<file path="config.mk">
export PLATFORM = sky130hd
export DESIGN_NAME = adc128_spi_responder
export DESIGN_NICKNAME = d
export VERILOG_FILES = /design/src/rtl/imu_pkg.sv /design/src/rtl/sync_edge_detect.sv /design/src/rtl/adc128_spi_responder.sv
export SDC_FILE = /design/constraint.sdc
export NUM_CORES = 1
export LEC_CHECK = 0
export CORE_UTILIZATION = 40
export CTS_CLUSTER_SIZE = 8
export DETAILED_ROUTE_END_ITERATION = 12
export PLACE_DENSITY = 0.65
export SYNTH_ARGS = -nofsm -noshare
export SYNTH_HDL_FRONTEND = slang
export SYNTH_SLANG_ARGS = --single-unit
</file>
<file path="constraint.sdc">
create_clock -name clk -period 3.18 [get_ports clk]
set_clock_uncertainty 0.1 [all_clocks]
set_input_delay 0.795 -clock clk [delete_from_list [all_inputs] [get_ports clk]]
set_output_delay 0.795 -clock clk [all_outputs]
set_load 0.005 [all_outputs]
</file>
<file path="src/rtl/imu_pkg.sv">
// imu_pkg: shared constants and state encoding for the IMU ADC responder.
package imu_pkg;
  localparam int ADC_NUM_CH      = 8;
  localparam int ADC_DATA_W      = 12;
  localparam int ADC_FRAME_BITS  = 16;
  localparam int ADC_ADDR_W      = 3;
  localparam int ADC_SYNC_STAGES = 2;
  localparam int ADDR_FIRST_BIT  = 2;
  localparam int ADDR_LAST_BIT   = 4;

  typedef enum logic {IDLE = 1'b0, SHIFT = 1'b1} adc_state_e;

  function automatic logic in_addr_window(input int cnt);
    return cnt >= ADDR_FIRST_BIT && cnt <= ADDR_LAST_BIT;
  endfunction
endpackage

</file>
<file path="src/rtl/sync_edge_detect.sv">
// sync_edge_detect: multi-flop input synchronizer with registered-delay edge pulses.
module sync_edge_detect #(
  parameter int   STAGES  = 2,
  parameter logic RST_VAL = 1'b1
) (
  input  logic clk,
  input  logic reset_n,
  input  logic d,
  output logic q,
  output logic rise,
  output logic fall
);
  logic [STAGES-1:0] sync_q, sync_d;
  logic              dly_q, dly_d;

  always_comb begin
    sync_d = STAGES'({sync_q, d});
    dly_d  = sync_q[STAGES-1];
  end

  always_ff @(posedge clk or negedge reset_n) begin
    if (!reset_n) begin
      sync_q <= {STAGES{RST_VAL}};
      dly_q  <= RST_VAL;
    end else begin
      sync_q <= sync_d;
      dly_q  <= dly_d;
    end
  end

  assign q    = sync_q[STAGES-1];
  assign rise = q & ~dly_q;
  assign fall = ~q & dly_q;
endmodule

</file>
<file path="src/rtl/adc128_spi_responder.sv">
// adc128_spi_responder: device-side model of an 8-channel 12-bit serial ADC,
// returning preloaded channel values with one-frame-pipelined addressing.
module adc128_spi_responder
  import imu_pkg::*;
#(
  parameter int NUM_CH      = ADC_NUM_CH,
  parameter int DATA_W      = ADC_DATA_W,
  parameter int FRAME_BITS  = ADC_FRAME_BITS,
  parameter int SYNC_STAGES = ADC_SYNC_STAGES
) (
  input  logic                  clk,
  input  logic                  reset_n,
  input  logic                  load_en,
  input  logic [ADC_ADDR_W-1:0] load_ch,
  input  logic [DATA_W-1:0]     load_data,
  input  logic                  ADC_CS_N,
  input  logic                  ADC_SCLK,
  input  logic                  ADC_SADDR,
  output logic                  ADC_SDAT,
  output logic                  frame_done,
  output logic [ADC_ADDR_W-1:0] cur_ch
);
  localparam int CNT_W = $clog2(FRAME_BITS + 1);
  localparam logic [CNT_W-1:0] LAST = CNT_W'(FRAME_BITS);

  logic cs_rise, cs_fall, sclk_rise, sclk_fall, saddr_s;
  logic cs_lvl_unused, sclk_lvl_unused, saddr_rise_unused, saddr_fall_unused;

  adc_state_e            state_q, state_d;
  logic [CNT_W-1:0]      bit_cnt_q, bit_cnt_d;
  logic [FRAME_BITS-1:0] shift_q, shift_d;
  logic [ADC_ADDR_W-1:0] addr_q, addr_d, cur_ch_q, cur_ch_d;
  logic                  sdat_q, sdat_d, done_q, done_d;
  logic [DATA_W-1:0]     chan_q [NUM_CH];
  logic [DATA_W-1:0]     chan_d [NUM_CH];

  sync_edge_detect #(.STAGES(SYNC_STAGES), .RST_VAL(1'b1)) u_cs (
    .clk(clk), .reset_n(reset_n), .d(ADC_CS_N),
    .q(cs_lvl_unused), .rise(cs_rise), .fall(cs_fall)
  );

  sync_edge_detect #(.STAGES(SYNC_STAGES), .RST_VAL(1'b1)) u_sclk (
    .clk(clk), .reset_n(reset_n), .d(ADC_SCLK),
    .q(sclk_lvl_unused), .rise(sclk_rise), .fall(sclk_fall)
  );

  sync_edge_detect #(.STAGES(SYNC_STAGES), .RST_VAL(1'b0)) u_saddr (
    .clk(clk), .reset_n(reset_n), .d(ADC_SADDR),
    .q(saddr_s), .rise(saddr_rise_unused), .fall(saddr_fall_unused)
  );

  always_comb begin
    state_d   = state_q;
    bit_cnt_d = bit_cnt_q;
    shift_d   = shift_q;
    addr_d    = addr_q;
    cur_ch_d  = cur_ch_q;
    sdat_d    = sdat_q;
    done_d    = 1'b0;
    chan_d    = chan_q;
    if (load_en && int'(load_ch) < NUM_CH) chan_d[load_ch] = load_data;
    // CS_N edges take priority over any SCLK edge seen in the same cycle
    if (state_q == IDLE) begin
      sdat_d = 1'b0;
      if (cs_fall) begin
        shift_d   = FRAME_BITS'(chan_q[cur_ch_q]);
        bit_cnt_d = '0;
        addr_d    = '0;
        state_d   = SHIFT;
        sdat_d    = shift_d[FRAME_BITS-1];
      end
    end else if (cs_rise) begin
      state_d = IDLE;
      sdat_d  = 1'b0;
    end else if (sclk_rise) begin
      if (bit_cnt_q != LAST) begin
        bit_cnt_d = bit_cnt_q + 1'b1;
        if (in_addr_window(int'(bit_cnt_q))) addr_d = {addr_q[ADC_ADDR_W-2:0], saddr_s};
        if (bit_cnt_d == LAST) begin
          cur_ch_d = addr_d;
          done_d   = 1'b1;
        end
      end
    end else if (sclk_fall) begin
      shift_d = shift_q << 1;
      sdat_d  = (bit_cnt_q == LAST) ? 1'b0 : shift_d[FRAME_BITS-1];
    end
  end

  always_ff @(posedge clk or negedge reset_n) begin
    if (!reset_n) begin
      state_q   <= IDLE;
      bit_cnt_q <= '0;
      shift_q   <= '0;
      addr_q    <= '0;
      cur_ch_q  <= '0;
      sdat_q    <= 1'b0;
      done_q    <= 1'b0;
      chan_q    <= '{default: '0};
    end else begin
      state_q   <= state_d;
      bit_cnt_q <= bit_cnt_d;
      shift_q   <= shift_d;
      addr_q    <= addr_d;
      cur_ch_q  <= cur_ch_d;
      sdat_q    <= sdat_d;
      done_q    <= done_d;
      chan_q    <= chan_d;
    end
  end

  assign ADC_SDAT   = sdat_q;
  assign frame_done = done_q;
  assign cur_ch     = cur_ch_q;
endmodule

</file>
==> flow_summary.toml, run 1 <==
[drt]
drt_first_iter_violations = 134
drt-vias-per-instance = 5.515
post-route-drc-count = 0
final_antenna_net_count = 0
routed-via-count = 3502
wl_per_cell_um = 18.98
drt_pre_antenna_iters = 4
detail_route.wirelength_um = 12050

[cts]
post_cts_repair_timing_setup_buffer_count = 0
clk_pin_slew_ns = 0.06
hold_buffers = 0
insertion_delay_ns = 0.42
cts_made_buffers = 17
postcts_resize_cnt = 0
htree_levels = 4
cts_tree = "done"
cts.sink_count = 133
clk_root_buffer_cell = "sky130_fd_sc_hd__clkbuf_16"
clock_path_buffers = 2

[sta]
setup_ws_ns = 0.8030
timing.max_slew.rel_slack_pct = 19.40
share_of_the_clock_period_used_by_the_worst_path_pct = 74.75
timing_hold_violations_final = 0
fin_crit_ns = 2.377
grt_setup_unrepaired = "no"
clock.fmax_mhz = 420.7
setup-violations-final = 0
fin_setup_tns_ns = 0
maxSlewViolCount = 0
worst_pin_slew_ns = 1.205

[pwr]
total_power_mw = 5.121
share_comb_of_total_power_pct = 14.5
netSwitchingPower_mw = 1.278
power.internal_mw = 3.843
power.density_cell_area_nw_per_um2 = 723.4
power.static_leakage_nw = 2.923
power_switching_share_pct = 24.96
seq_power_share_pct = 44.6
irDropWorstVdd_mv = 0.4466
share_clk_of_total_power_pct = 40.9

[global_routing]
via_count_of_the_first_global_routing_pass = 3756
met3_usage_pct = 5.266
grt_use_met2_pct = 27.74
grt_max_degree = 113
met1_usage_pct = 24.40
gr-max-usage-layer = "met2"
grt_pass1_wl_um = 20160
initial_antenna_violation_count = 0
grt.overflow.total = 0
grtUsageTotal_pct = 18.16

[synthesis]
synthesis.area_per_instance_um2 = 14.65
synth.lib_cells_used.distinct = 37
dominantRegCellSynth = "sky130_fd_sc_hd__dfrtp_1"
synth_nets = 429
synth.ff_latch_count = 133
yosysWarningCount = 0
synth-edff-count = 0
synth_top_cells_by_area = "sky130_fd_sc_hd__dfrtp_1 54%, sky130_fd_sc_hd__mux2_2 19%, sky130_fd_sc_hd__mux4_2 9.1%"
asyncSetResetFlopFracSynth_pct = 100.0
syn-instance-count = 404
post_synth_instance_area_um2 = 5918
synth-seq-area-share_pct = 56.36
synthDominantAreaCellType = "sky130_fd_sc_hd__dfrtp_1"
synth.top_cell.area_share_pct = 53.70

[floorplanning]
boundaryPins = 26
floorplan.core_area_um2 = 14480
die_width_um = 123.6
dieHeight_um = 123.6
fp-row-count = 44
initial_core_util_pct = 40.87
die_area_um2 = 15290

[worst_hold_path]
timing.hold.worst.class = "input port to asynchronous set/reset pin"

[flow_run]
drv_cap = 0

[worst_setup_path]
cp_num_buf_inv = 1
critPathRequiredTime_ns = 2.28
critical_path.endpoint_type = "output port"
path_cells = "clkdlybuf4s50_1"
critPathSlowestCell = "sky130_fd_sc_hd__clkdlybuf4s50_1"
crit_path_max_incr_delay_ns = 0.56
critical_path_s_top_delay_family = "buffers and inverters"
critPathMaxFanout = 6
criticalPathCategory = "register to output port"
worst-endpoint-arrival_ns = 1.48
startpoint_type = "register"

[final_layout]
layout.cells.most_common = "sky130_fd_sc_hd__dfrtp_1"
area_delta_synth_final_pct = 19.62
post_route_cells_drive_above_1_share_pct = 40.58
antenna_cells_inserted = 0
num-nets-final = 463
layout.cells.most_common_list = "127 x sky130_fd_sc_hd__dfrtp_1, 101 x sky130_fd_sc_hd__mux2_2, 33 x sky130_fd_sc_hd__nand2_1"

[placement]
io_buffers = 25
detailedPlace.worstSlack_ns = 0.5954
place_hpwl_um = 7644
place_congestion = 0.7896

[status]
status = "finished, final reports clean"
[final cells by class]
class	count	area [um^2]
Tap cell	184	230.2
Sequential cell	133	3336
Fill cell	1214	7400
Multi-Input combinational cell	243	2495
Timing Repair Buffer	39	365.4
Inverter	4	15.01
Clock inverter	14	198.9
Clock buffer	18	439.2
[per-layer routing]
layer / share of wire, % / up-vias
li1: - / 1571
met1: 47 / 1857
met2: 47 / 57
met3: 3.2 / 17
met4: 1.8 / 0
met5: 0 / -
[power by group through the flow]
| stage | Clock, mW | Sequential [mW] | Combinational (mW) |
|---|---|---|---|
| 2_1_floorplan | 0 | 2.21 | 0.596 |
| 3_3_place_gp | 0 | 2.28 | 0.715 |
| 3_5_place_dp | 0 | 2.31 | 0.750 |
| 4_1_cts | 2.14 | 2.28 | 0.753 |
| 5_1_grt | 2.20 | 2.33 | 0.828 |
| 6_report | 2.10 | 2.28 | 0.743 |
[synthesized netlist by cell type, types with 2 or more instances]
| cell | n |
|---|---|
| sky130_fd_sc_hd__dfrtp_1 | 127 |
| sky130_fd_sc_hd__nor3b_1 | 3 |
| sky130_fd_sc_hd__dfstp_2 | 6 |
| sky130_fd_sc_hd__buf_2 | 4 |
| sky130_fd_sc_hd__o21ai_0 | 9 |
| sky130_fd_sc_hd__nor3_1 | 4 |
| sky130_fd_sc_hd__a21oi_1 | 3 |
| sky130_fd_sc_hd__buf_1 | 5 |
| sky130_fd_sc_hd__nand2b_1 | 6 |
| sky130_fd_sc_hd__nand3_1 | 5 |
| sky130_fd_sc_hd__mux4_2 | 24 |
| sky130_fd_sc_hd__clkbuf_1 | 14 |
| sky130_fd_sc_hd__inv_1 | 4 |
| sky130_fd_sc_hd__nand4b_1 | 3 |
| sky130_fd_sc_hd__a22o_1 | 4 |
| sky130_fd_sc_hd__ha_1 | 4 |
| sky130_fd_sc_hd__nand2_1 | 33 |
| sky130_fd_sc_hd__mux2_2 | 101 |
| sky130_fd_sc_hd__nor2b_1 | 3 |
| sky130_fd_sc_hd__nand3b_1 | 2 |
| sky130_fd_sc_hd__a211o_1 | 2 |
| sky130_fd_sc_hd__o221ai_1 | 10 |
| sky130_fd_sc_hd__mux2i_1 | 12 |
| sky130_fd_sc_hd__mux2_1 | 3 |
[cells by family (layout without fill, tap and decap cells)]
| kind of cell | count (synthesis) | count (layout) | share of synthesized area [%] |
|---|---|---|---|
| AOI/OAI and AO/OA | 35 | 35 | 4.292 |
| DFF | 133 | 133 | 56.36 |
| and+or+nand+nor | 63 | 63 | 5.476 |
| xor gates and xnor gates | 1 | 1 | 0.1480 |
| buffers and inverters | 28 | 75 | 1.924 |
| adders and majority gates | 4 | 4 | 0.8457 |
| muxes | 140 | 140 | 30.95 |
[path summary, 6_finish.rpt]
kind                             startpoint                to  slack [ns]  depth (start not counted)
min in group clk           u_sclk.sync_q[0]  u_sclk.sync_q[1]        0.25                          0
max in group asynchronous           reset_n        shift_q[7]        1.90                          2
hold reg to reg            u_sclk.sync_q[0]  u_sclk.sync_q[1]        0.25                          0
setup reg to reg             u_cs.sync_q[1]        shift_q[3]        0.95                          3
hold / removal                      reset_n        frame_done        0.17                          1
setup / recovery                  cur_ch[0]         cur_ch[0]        0.80                          1
[metrics by stage]
stage	instance area, um^2	instances	hold WS (ns)	utilization (%)
floorplan	5918	404	0.2312	-
global placement	6441	603	0.2369	44.49
detailed placement	6441	603	0.2482	44.49
CTS	7079	635	0.1658	48.89
global route	7079	635	0.1772	48.89
finish	7079	635	0.1677	48.89
[state kept, by name, indices dropped and copies added, names as in the netlist, 2 cells and up]
signal	cells
u_saddr.sync_q	2
cur_ch	3
chan_q	96
u_sclk.sync_q	2
u_cs.sync_q	2
bit_cnt_q	5
addr_q	3
shift_q	15
Note: power is estimated with default switching activity, not from simulation.
==> inputs of run 2 (changes only) <==
clock period = 2.4 ns   (was 3.18 ns; I/O delays follow)
==> run 2 against run 1 <==
Net effect: design area up 2.0%; sequential share of layout area down 0.94 points; non-clock buffer count up 5; total power up 32%; setup slack worse by 0.65 ns; cell count up 0.79%; clock power up 31%; critical path type unchanged; largest cell class unchanged; largest power group unchanged; highest routed layer unchanged.
==> flow_summary.toml, run 2 (same netlist as run 1, synthesis figures left out) <==
[status]
status = "finished, final reports clean"

[sta]
setup-violations-final = 0
worst_pin_slew_ns = 0.4976
clock.fmax_mhz = 444.5
grt_setup_unrepaired = "no"
timing_hold_violations_final = 0
timing.max_slew.rel_slack_pct = 66.53
maxSlewViolCount = 0
fin_setup_tns_ns = 0
share_of_the_clock_period_used_by_the_worst_path_pct = 93.73
fin_crit_ns = 2.250

[global_routing]
grt.overflow.total = 0
initial_antenna_violation_count = 0
via_count_of_the_first_global_routing_pass = 3705
grt_max_degree = 52
grtUsageTotal_pct = 17.52
grt_pass1_wl_um = 19520

[floorplanning]
floorplan.core_area_um2 = 14480
die_area_um2 = 15290
die_width_um = 123.6
boundaryPins = 26
dieHeight_um = 123.6
initial_core_util_pct = 40.87
fp-row-count = 44

[placement]
place_congestion = 0.7759
io_buffers = 25
dp_cells = 608
placedInstanceArea_um2 = 6591
place_hpwl_um = 7634

[cts]
insertion_delay_ns = 0.41
htree_levels = 4
clk_pin_slew_ns = 0.06
cts_made_buffers = 17
clock_path_buffers = 2
post_cts_repair_timing_setup_buffer_count = 0
postcts_resize_cnt = 0
clk_root_buffer_cell = "sky130_fd_sc_hd__clkbuf_16"
hold_buffers = 0
cts_tree = "done"
cts.sink_count = 133

[drt]
detail_route.wirelength_um = 11660
post-route-drc-count = 0
drt_pre_antenna_iters = 4
wl_per_cell_um = 18.22
drt-vias-per-instance = 5.431
drt_first_iter_violations = 118
final_antenna_net_count = 0
routed-via-count = 3476

[final_layout]
top_regs = "chan_q (96), shift_q (15), bit_cnt_q (5)"
instances_no_fill = 640
number_of_flip_flops_under_the_largest_register_name = 96
post_layout_utilization_of_the_core_pct = 49.89
num-nets-final = 468
layout.cells.most_common = "sky130_fd_sc_hd__dfrtp_1"
post_route_cells_drive_above_1_share_pct = 41.23
n_fill_cell = 1244
layout.cells.most_common_list = "127 x sky130_fd_sc_hd__dfrtp_1, 101 x sky130_fd_sc_hd__mux2_2, 33 x sky130_fd_sc_hd__nand2_1"
area_delta_synth_final_pct = 22.05
regMostFlops = "chan_q"
final_design_area_no_fill_um2 = 7223
antenna_cells_inserted = 0

[worst_setup_path]
criticalPathCategory = "register to output port"
worst-endpoint-arrival_ns = 1.55
startpoint_type = "register"
critical_path.endpoint_type = "output port"
critPathMaxFanout = 25
critPathRequiredTime_ns = 1.70

[worst_hold_path]
timing.hold.worst.class = "input port to asynchronous set/reset pin"

[flow_run]
drv_cap = 0

[pwr]
total_power_mw = 6.764
power.density_cell_area_nw_per_um2 = 936.4
irDropWorstVdd_mv = 0.6555
power.static_leakage_nw = 2.989
==> run 2: cell count changes in the layout (fill, tap and decap cells not counted), sizes merged <==
cell    previous run  this run
clkbuf            18        19
buf               15        20
clkinv             6         7
inv                7         5
==> run 2: per-stage QoR <==
| step | hold slack [ns] | setup WS [ns] |
|---|---|---|
| finish | 0.03436 | 0.1504 |
| global route | 0.04908 | 0.04818 |
| CTS | 0.03773 | 0.1051 |
| detailed placement | 0.2476 | 0.05789 |
| global placement | 0.2349 | 0.1085 |
| floorplan | 0.2044 | 0.4154 |
==> run 2: area by class of cell <==
class / instances / area [um^2] / share of cell area, %
Inverter: 4 / 15.01 / 0.2079
Clock inverter: 13 / 178.9 / 2.477
Clock buffer: 19 / 452.9 / 6.271
Tap cell: 184 / 230.2 / 3.187
Sequential cell: 133 / 3336 / 46.18
Timing Repair Buffer: 44 / 515.5 / 7.137
Multi-Input combinational cell: 243 / 2495 / 34.54
==> run 2: path summary, 6_finish.rpt <==
| check | cells after the start | slack, ns | start | endpoint |
|---|---|---|---|---|
| max in group asynchronous | 2 | 1.50 | reset_n | u_cs.dly_q |
| max | 2 | 0.15 | cur_ch[0] | cur_ch[0] |
| min in group clk | 0 | 0.26 | u_sclk.sync_q[0] | u_sclk.sync_q[1] |
| min reg2reg | 0 | 0.26 | u_sclk.sync_q[0] | u_sclk.sync_q[1] |
| max reg2reg | 4 | 0.30 | bit_cnt_q[1] | cur_ch[1] |
| min | 1 | 0.03 | reset_n | bit_cnt_q[4] |
==> run 2: layer usage <==
layer / up-vias / GRT usage, % / part of all wire [%]
met3: 12 / 4.853 / 2.9
li1: 1580 / - / -
met5: - / 0 / 0
met2: 39 / 28.37 / 50
met1: 1845 / 22.80 / 46
met4: 0 / 5.572 / 1.2
==> run 2: power breakdown <==
part	switching (mW)	internal, mW	leakage (nW)
Sequential	0.290	2.73	1.62
Clock	0.960	1.79	0.313
Combinational	0.392	0.603	1.06
Total	1.64	5.12	2.99
==> run 2: worst max-delay path, stage by stage (launching register included) <==
cell	delay, ns
sky130_fd_sc_hd__dfrtp_1	0.37
sky130_fd_sc_hd__buf_12	0.24
sky130_fd_sc_hd__clkdlybuf4s50_1	0.54
==> inputs of run 3 (changes only) <==
SLEW_MARGIN = 20   (was unset)
==> results of run 3 <==
Same layout as run 2: the final DEF is identical, and so are final timing and power.
